--- src/rtl/dot_prod_feeder_if.sv ---
// Operand stream, accumulator link and result signals of the dot-product feeder.
// The master drives operands, control and accumulator feedback; the slave is the feeder.
interface dot_prod_feeder_if #(
   parameter int DATA_WIDTH = 32,
   parameter int LEN_WIDTH  = 8
);
   // Handshake: a pair transfers on every rising clk edge where in_valid && in_ready;
   // in_valid may rise without waiting for in_ready, and a/b must hold while in_valid waits.
   logic                  start;
   logic                  abort;
   logic [LEN_WIDTH-1:0]  vec_len;
   logic                  in_valid;
   logic                  in_ready;
   logic [DATA_WIDTH-1:0] a_data;
   logic [DATA_WIDTH-1:0] b_data;
   logic [DATA_WIDTH-1:0] accum_fb;
   logic [DATA_WIDTH-1:0] acc_data;
   logic                  stg_en;
   logic                  busy;
   logic [DATA_WIDTH-1:0] result;
   logic                  result_valid;
   logic                  overflow;

   modport master (
      output start, abort, vec_len, in_valid, a_data, b_data, accum_fb,
      input  in_ready, acc_data, stg_en, busy, result, result_valid, overflow
   );

   modport slave (
      input  start, abort, vec_len, in_valid, a_data, b_data, accum_fb,
      output in_ready, acc_data, stg_en, busy, result, result_valid, overflow
   );
endinterface

--- src/rtl/dot_prod_feeder.sv ---
// Feeds a stream of a*b products into an external accumulator and captures the
// accumulated dot product once the last product has landed.
module dot_prod_feeder #(
   parameter int                    DATA_WIDTH = 32,
   parameter int                    LEN_WIDTH  = 8,
   parameter logic [DATA_WIDTH-1:0] ACCUM_INIT = '0
) (
   input  logic              clk,
   input  logic              rst_n,
   dot_prod_feeder_if.slave  ctl_io,
   output logic [1:0]        state_o
);

   localparam logic [1:0] S_IDLE  = 2'd0;
   localparam logic [1:0] S_RUN   = 2'd1;
   localparam logic [1:0] S_DRAIN = 2'd2;
   localparam logic [1:0] S_DONE  = 2'd3;

   logic [1:0]            state_q, state_d;
   logic [LEN_WIDTH-1:0]  count_q, count_d;
   logic [DATA_WIDTH-1:0] prod_q, prod_d;
   logic                  prod_vld_q, prod_vld_d;
   logic [DATA_WIDTH-1:0] result_q, result_d;
   logic                  result_valid_q, result_valid_d;
   logic                  overflow_q, overflow_d;

   logic                    beat;
   logic [2*DATA_WIDTH-1:0] full_prod;
   logic                    prod_hi_nz;
   logic [DATA_WIDTH-1:0]   addend;
   logic [DATA_WIDTH:0]     sum_w;
   logic                    in_ready_w;
   logic                    stg_en_w;

   // Output decode depends only on registered state.
   assign in_ready_w = (state_q == S_RUN);
   assign stg_en_w   = (state_q != S_IDLE);
   assign beat       = ctl_io.in_valid & in_ready_w;

   assign full_prod  = {{DATA_WIDTH{1'b0}}, ctl_io.a_data} * {{DATA_WIDTH{1'b0}}, ctl_io.b_data};
   assign prod_hi_nz = |full_prod[2*DATA_WIDTH-1:DATA_WIDTH];

   assign addend = prod_vld_q ? prod_q : '0;
   assign sum_w  = {1'b0, ctl_io.accum_fb} + {1'b0, addend};

   always_comb begin
      state_d        = state_q;
      count_d        = count_q;
      prod_d         = prod_q;
      prod_vld_d     = 1'b0;
      result_d       = result_q;
      result_valid_d = 1'b0;
      overflow_d     = overflow_q;

      case (state_q)
         S_IDLE: begin
            if (ctl_io.start) begin
               if (ctl_io.vec_len != '0) begin
                  count_d    = ctl_io.vec_len;
                  overflow_d = 1'b0;
                  state_d    = S_RUN;
               end else begin
                  result_d       = ACCUM_INIT;
                  result_valid_d = 1'b1;
               end
            end
         end
         S_RUN: begin
            if (beat) begin
               prod_d     = full_prod[DATA_WIDTH-1:0];
               prod_vld_d = 1'b1;
               count_d    = count_q - 1'b1;
               if (count_q == {{(LEN_WIDTH-1){1'b0}}, 1'b1}) begin
                  state_d = S_DRAIN;
               end
            end
         end
         S_DRAIN: begin
            state_d = S_DONE;
         end
         S_DONE: begin
            result_d       = ctl_io.accum_fb;
            result_valid_d = 1'b1;
            state_d        = S_IDLE;
         end
         default: begin
            state_d = S_IDLE;
         end
      endcase

      if (beat && prod_hi_nz) begin
         overflow_d = 1'b1;
      end
      if (stg_en_w && sum_w[DATA_WIDTH]) begin
         overflow_d = 1'b1;
      end

      // Abort wins over every transition and suppresses any pending result.
      if (ctl_io.abort) begin
         state_d        = S_IDLE;
         prod_vld_d     = 1'b0;
         result_d       = result_q;
         result_valid_d = 1'b0;
         overflow_d     = overflow_q | (beat & prod_hi_nz) | (stg_en_w & sum_w[DATA_WIDTH]);
      end
   end

   always_ff @(posedge clk) begin
      if (!rst_n) begin
         state_q        <= S_IDLE;
         count_q        <= '0;
         prod_q         <= '0;
         prod_vld_q     <= 1'b0;
         result_q       <= ACCUM_INIT;
         result_valid_q <= 1'b0;
         overflow_q     <= 1'b0;
      end else begin
         state_q        <= state_d;
         count_q        <= count_d;
         prod_q         <= prod_d;
         prod_vld_q     <= prod_vld_d;
         result_q       <= result_d;
         result_valid_q <= result_valid_d;
         overflow_q     <= overflow_d;
      end
   end

   assign ctl_io.in_ready     = in_ready_w;
   assign ctl_io.stg_en       = stg_en_w;
   assign ctl_io.busy         = stg_en_w;
   assign ctl_io.acc_data     = sum_w[DATA_WIDTH-1:0];
   assign ctl_io.result       = result_q;
   assign ctl_io.result_valid = result_valid_q;
   assign ctl_io.overflow     = overflow_q;
   assign state_o             = state_q;

   a_rv_in_idle : assert property (@(posedge clk) disable iff (!rst_n)
      result_valid_q |-> (state_q == S_IDLE));
   a_run_count : assert property (@(posedge clk) disable iff (!rst_n)
      (state_q == S_RUN) |-> (count_q != '0));

endmodule
--- src/flat_wrapper.sv ---
// flat-port wrapper written by rule: the top's interface ports become plain ports
module dot_prod_feeder_flat 
#(
   parameter int                    DATA_WIDTH = 32,
   parameter int                    LEN_WIDTH  = 8,
   parameter logic [DATA_WIDTH-1:0] ACCUM_INIT = '0
)
  (clk, rst_n, state_o, ctl_io_start, ctl_io_abort, ctl_io_vec_len, ctl_io_in_valid, ctl_io_a_data, ctl_io_b_data, ctl_io_accum_fb, ctl_io_in_ready, ctl_io_acc_data, ctl_io_stg_en, ctl_io_busy, ctl_io_result, ctl_io_result_valid, ctl_io_overflow);
  dot_prod_feeder_if #(.DATA_WIDTH(DATA_WIDTH), .LEN_WIDTH(LEN_WIDTH)) ctl_io_i ();
  input  logic clk;
  input  logic rst_n;
  output logic [1:0] state_o;
  input wire logic [$bits(ctl_io_i.start)-1:0] ctl_io_start;
  input wire logic [$bits(ctl_io_i.abort)-1:0] ctl_io_abort;
  input wire logic [$bits(ctl_io_i.vec_len)-1:0] ctl_io_vec_len;
  input wire logic [$bits(ctl_io_i.in_valid)-1:0] ctl_io_in_valid;
  input wire logic [$bits(ctl_io_i.a_data)-1:0] ctl_io_a_data;
  input wire logic [$bits(ctl_io_i.b_data)-1:0] ctl_io_b_data;
  input wire logic [$bits(ctl_io_i.accum_fb)-1:0] ctl_io_accum_fb;
  output wire logic [$bits(ctl_io_i.in_ready)-1:0] ctl_io_in_ready;
  output wire logic [$bits(ctl_io_i.acc_data)-1:0] ctl_io_acc_data;
  output wire logic [$bits(ctl_io_i.stg_en)-1:0] ctl_io_stg_en;
  output wire logic [$bits(ctl_io_i.busy)-1:0] ctl_io_busy;
  output wire logic [$bits(ctl_io_i.result)-1:0] ctl_io_result;
  output wire logic [$bits(ctl_io_i.result_valid)-1:0] ctl_io_result_valid;
  output wire logic [$bits(ctl_io_i.overflow)-1:0] ctl_io_overflow;
  assign ctl_io_i.start = ctl_io_start;
  assign ctl_io_i.abort = ctl_io_abort;
  assign ctl_io_i.vec_len = ctl_io_vec_len;
  assign ctl_io_i.in_valid = ctl_io_in_valid;
  assign ctl_io_i.a_data = ctl_io_a_data;
  assign ctl_io_i.b_data = ctl_io_b_data;
  assign ctl_io_i.accum_fb = ctl_io_accum_fb;
  assign ctl_io_in_ready = ctl_io_i.in_ready;
  assign ctl_io_acc_data = ctl_io_i.acc_data;
  assign ctl_io_stg_en = ctl_io_i.stg_en;
  assign ctl_io_busy = ctl_io_i.busy;
  assign ctl_io_result = ctl_io_i.result;
  assign ctl_io_result_valid = ctl_io_i.result_valid;
  assign ctl_io_overflow = ctl_io_i.overflow;
  dot_prod_feeder #(.DATA_WIDTH(DATA_WIDTH), .LEN_WIDTH(LEN_WIDTH), .ACCUM_INIT(ACCUM_INIT)) u_core (.clk(clk), .rst_n(rst_n), .ctl_io(ctl_io_i), .state_o(state_o));
endmodule
--- config.mk ---
export PLATFORM = sky130hd
export DESIGN_NAME = dot_prod_feeder_flat
export DESIGN_NICKNAME = d
export VERILOG_FILES = /design/src/rtl/dot_prod_feeder_if.sv /design/src/rtl/dot_prod_feeder.sv /design/src/flat_wrapper.sv
export SDC_FILE = /design/constraint.sdc
export NUM_CORES = 2
export LEC_CHECK = 0
export CAP_MARGIN = 25
export CELL_PAD_IN_SITES_DETAIL_PLACEMENT = 0
export CELL_PAD_IN_SITES_GLOBAL_PLACEMENT = 2
export CORE_AREA = 2 2 416 315
export DETAILED_ROUTE_END_ITERATION = 6
export DIE_AREA = 0 0 418 317
export HOLD_SLACK_MARGIN = 0.06
export PLACE_DENSITY = 0.67
export SYNTH_ARGS = -nofsm -noshare
export SYNTH_HDL_FRONTEND = slang
export SYNTH_SLANG_ARGS = --single-unit
export TNS_END_PERCENT = 1
--- constraint.sdc ---
create_clock -name clk -period 13.15 [get_ports clk]
set_input_delay 3.2875 -clock clk [delete_from_list [all_inputs] [get_ports clk]]
set_output_delay 3.2875 -clock clk [all_outputs]
set_load 0.03 [all_outputs]
==> results.sh <==
export IMPL_drt_initial_drc_count=1476
export IMPL_wl_met2_um=52200
export IMPL_critPathKind="in2reg"
export IMPL_yosys_area_share_simple_pct=20.0
export IMPL_synth_area_leader_cell="fa_1"
export IMPL_syn_area_sq_um=38200
export IMPL_drc=0
export IMPL_synth_compound_area_share_pct=7.40
export IMPL_wl_per_cell_um=19.1
export IMPL_synth_xor_area_share_pct=1.56
export IMPL_synthAdderAreaFrac_pct=56.8
export IMPL_async_reset_ff_share_pct=0
export IMPL_cp_required_ns=13.36
export IMPL_grt_max_degree=75
export IMPL_stdcell_count=6021
export IMPL_fin_nets=5643
export IMPL_cts_resized=0
export IMPL_worst_slack_ns=1.08
export IMPL_io_buffers=179
export IMPL_insertion_delay_ns=0.36
export IMPL_synth_area_leaders="fa_1 47%, ha_1 9.8%, and2_1 9.5%, inv_1 7.2%, nand2_1 6.5%"
export IMPL_ys_flop_type="dfxtp_1"
export IMPL_fin_tns_setup_ns=0
export IMPL_clkTransAtPathRegs_ns=0.06
export IMPL_finalSetupViolCount=0
export IMPL_synth_seq_cells=77
export IMPL_cts_buffers=9
export IMPL_gp_congestion=0.834
export IMPL_dr_wl_met3_um=2780
export IMPL_multiInputGateArea_sq_um=32900
export IMPL_wl_met1_um=59200
export IMPL_synth_distinct_cells=80
export IMPL_post_cts_buffers=0
export IMPL_design_core_area_sq_um=128000
export IMPL_antenna_found_initial=2
export IMPL_period_share_pct=91.8
export IMPL_tightestPinTransition_ns=1.02
export IMPL_final_cell_mix="897 x fa_1, 735 x inv_1, 661 x nand2_1"
export IMPL_grt_pass1_wl_um=187000
export IMPL_whs_path_depth=2
export IMPL_grt_ovfl_total=0
export IMPL_finalHoldViolCount=0
export IMPL_antennaDiodeCount=0
export IMPL_crit_fanout=18
export IMPL_seqCellArea_sq_um=1540
export IMPL_rr_worst_depth=15
export IMPL_clock_skew_ns=0.0108
export IMPL_max_slew_margin_rel_pct=31.8
export IMPL_ys_seq_area_share_pct=4.03
export IMPL_synth_top_area_share_pct=46.9
export IMPL_rows=114
export IMPL_syn_inst=4302
export IMPL_clock_sinks=77
export IMPL_routed_top_layer="met5"
export IMPL_vias_per_cell=4.73
export IMPL_rsz0062_at_grt="no"
export IMPL_start_util_pct=29.8
export IMPL_final_common_cell="fa_1"
export IMPL_final_core_util_pct=33.0
export IMPL_syn2layout_area_growth_pct=10.5
export IMPL_vias=28500
export IMPL_status="completed"
export IMPL_hp_class="reg2reg"
export IMPL_cts_path_max_buffers=2
export IMPL_synth_area_mux_share_pct=0.327
export IMPL_num_fill_cells=13500
export IMPL_h_tree_depth=3
export IMPL_post_place_ws_ns=0.731
export IMPL_maxCapViolations=0
export IMPL_die_w_um=418
export IMPL_die_h_um=317
export IMPL_timing_fmax_mhz=82.9
export IMPL_dp_hpwl_um=100000
export IMPL_dp_cells=6006
export IMPL_period_minus_slack_ns=12.07
export IMPL_synth_nets=5609
export IMPL_critPathArrivalTime_ns=12.28
export IMPL_dieArea_sq_um=133000
export IMPL_postRouteAntennaNets=0
export IMPL_drive_above_1_share_pct=3.48
export IMPL_detailedRoute_firstPassIterationCount=5
export IMPL_synth_top_family_by_area="adder cells"
export IMPL_slew_viol_final=0
export IMPL_root_buffer="clkbuf_16"
export IMPL_ios=180
export IMPL_grt_pass1_vias=30900
export IMPL_wl_um=115000
export IMPL_grt_usage_pct=18.0
export IMPL_crit_path_end_kind="flip-flop"
export IMPL_cts_tree="built"
export IMPL_cp_start_kind="primary input"
export IMPL_synth_edf_count=0
export IMPL_yosys_warnings=0
export IMPL_avgSynthCellArea_sq_um=8.89
export IMPL_postCtsHoldBufs=0
## cells by family (layout without fill, tap and decap cells)
kind of cell / Yosys count / after routing
multiplexers: 12 / 12
AO/OA/AOI/OAI: 419 / 419
adder cells (fa/ha/maj): 1198 / 1198
buffers and inverters: 995 / 1032
flip-flops: 77 / 77
XOR/XNOR: 68 / 68
AND/OR/NAND/NOR: 1533 / 1533
## final timing paths
path / end / slack, ns / start
worst max-delay path: u_core.ctl_io.overflow / 1.08 / ctl_io_b_data[13]
worst min-delay path: u_core.ctl_io.result[6] / 0.46 / u_core.ctl_io.result[6]
worst max register to register: u_core.ctl_io.overflow / 8.99 / u_core.prod_vld_q
worst min register to register: u_core.ctl_io.result[6] / 0.46 / u_core.ctl_io.result[6]
## state kept, by name (all words and copies together), names as in the netlist
| register | cells |
|---|---|
| u_core.ctl_io.result | 32 |
| u_core.ctl_io.overflow | 1 |
| u_core.prod_vld_q | 1 |
| u_core.ctl_io.result_valid | 1 |
| u_core.count_q | 8 |
| u_core.prod_q | 32 |
| u_core.state_o | 2 |
## cell usage after synthesis, drive strengths merged (4+ instances only)
| master | instances |
|---|---|
| a211oi | 18 |
| buf | 19 |
| o21ai | 94 |
| and2 | 582 |
| xor2 | 20 |
| o211ai | 10 |
| nor3 | 25 |
| ha | 301 |
| a211o | 5 |
| nor2b | 12 |
| dfxtp | 77 |
| fa | 897 |
| a31o | 4 |
| o221ai | 4 |
| nand2b | 13 |
| o31ai | 6 |
| inv | 735 |
| o21bai | 12 |
| nor4 | 15 |
| nand4 | 40 |
| o22ai | 5 |
| o21a | 15 |
| o211a | 7 |
| or3 | 10 |
| a21o | 30 |
| xnor2 | 48 |
| a41oi | 5 |
| nor2 | 85 |
| a21boi | 42 |
| or4 | 4 |
| a31oi | 15 |
| mux2 | 4 |
| nand2 | 662 |
| a21oi | 106 |
| and3 | 7 |
| mux2i | 8 |
| nand3 | 60 |
| a2111oi | 9 |
| clkbuf | 241 |
## worst max-delay path: stages
cell and delay (ns):
clkdlybuf4s50_1 1.13, buf_4 0.40, nand2_1 0.11, fa_1 0.52, fa_1 0.46, fa_1 0.58, fa_1 0.45, fa_1 0.57
fa_1 0.45, fa_1 0.47, fa_1 0.51, inv_1 0.04, ha_1 0.40, a21oi_1 0.36, o21ai_1 0.18, a211oi_1 0.41
o21ai_1 0.22, o2111ai_1 0.43, nand2_2 0.18, a31o_2 0.25, or4_1 0.42, a2111oi_2 0.29, a31oi_1 0.13
## cell type report
class,count,share of cell area (%)
Timing Repair Buffer,283,6.23
Sequential cell,77,3.65
Clock inverter,4,0.121
Inverter,735,6.53
Tap cell,1682,4.98
Multi-Input combinational cell,3230,78.0
Clock buffer,10,0.542
## layer usage
metal  global-route usage, %  vias up
li1                        -    13200
met1                    27.7    14900
met2                    28.7      393
met3                   0.962       47
met4                    1.75        2
met5                       0        -
## through the flow
stage	hold slack, ns	cell area (sq um)
2_1_floorplan	0.436	38200
3_3_place_gp	0.452	41900
3_5_place_dp	0.459	42000
4_1_cts	0.468	42200
5_1_grt	0.481	42300
6_report	0.463	42300
Power is left out: the tool's default activity adds up to more than one toggle a clock period on the data nets, which glitch-free logic cannot reach.
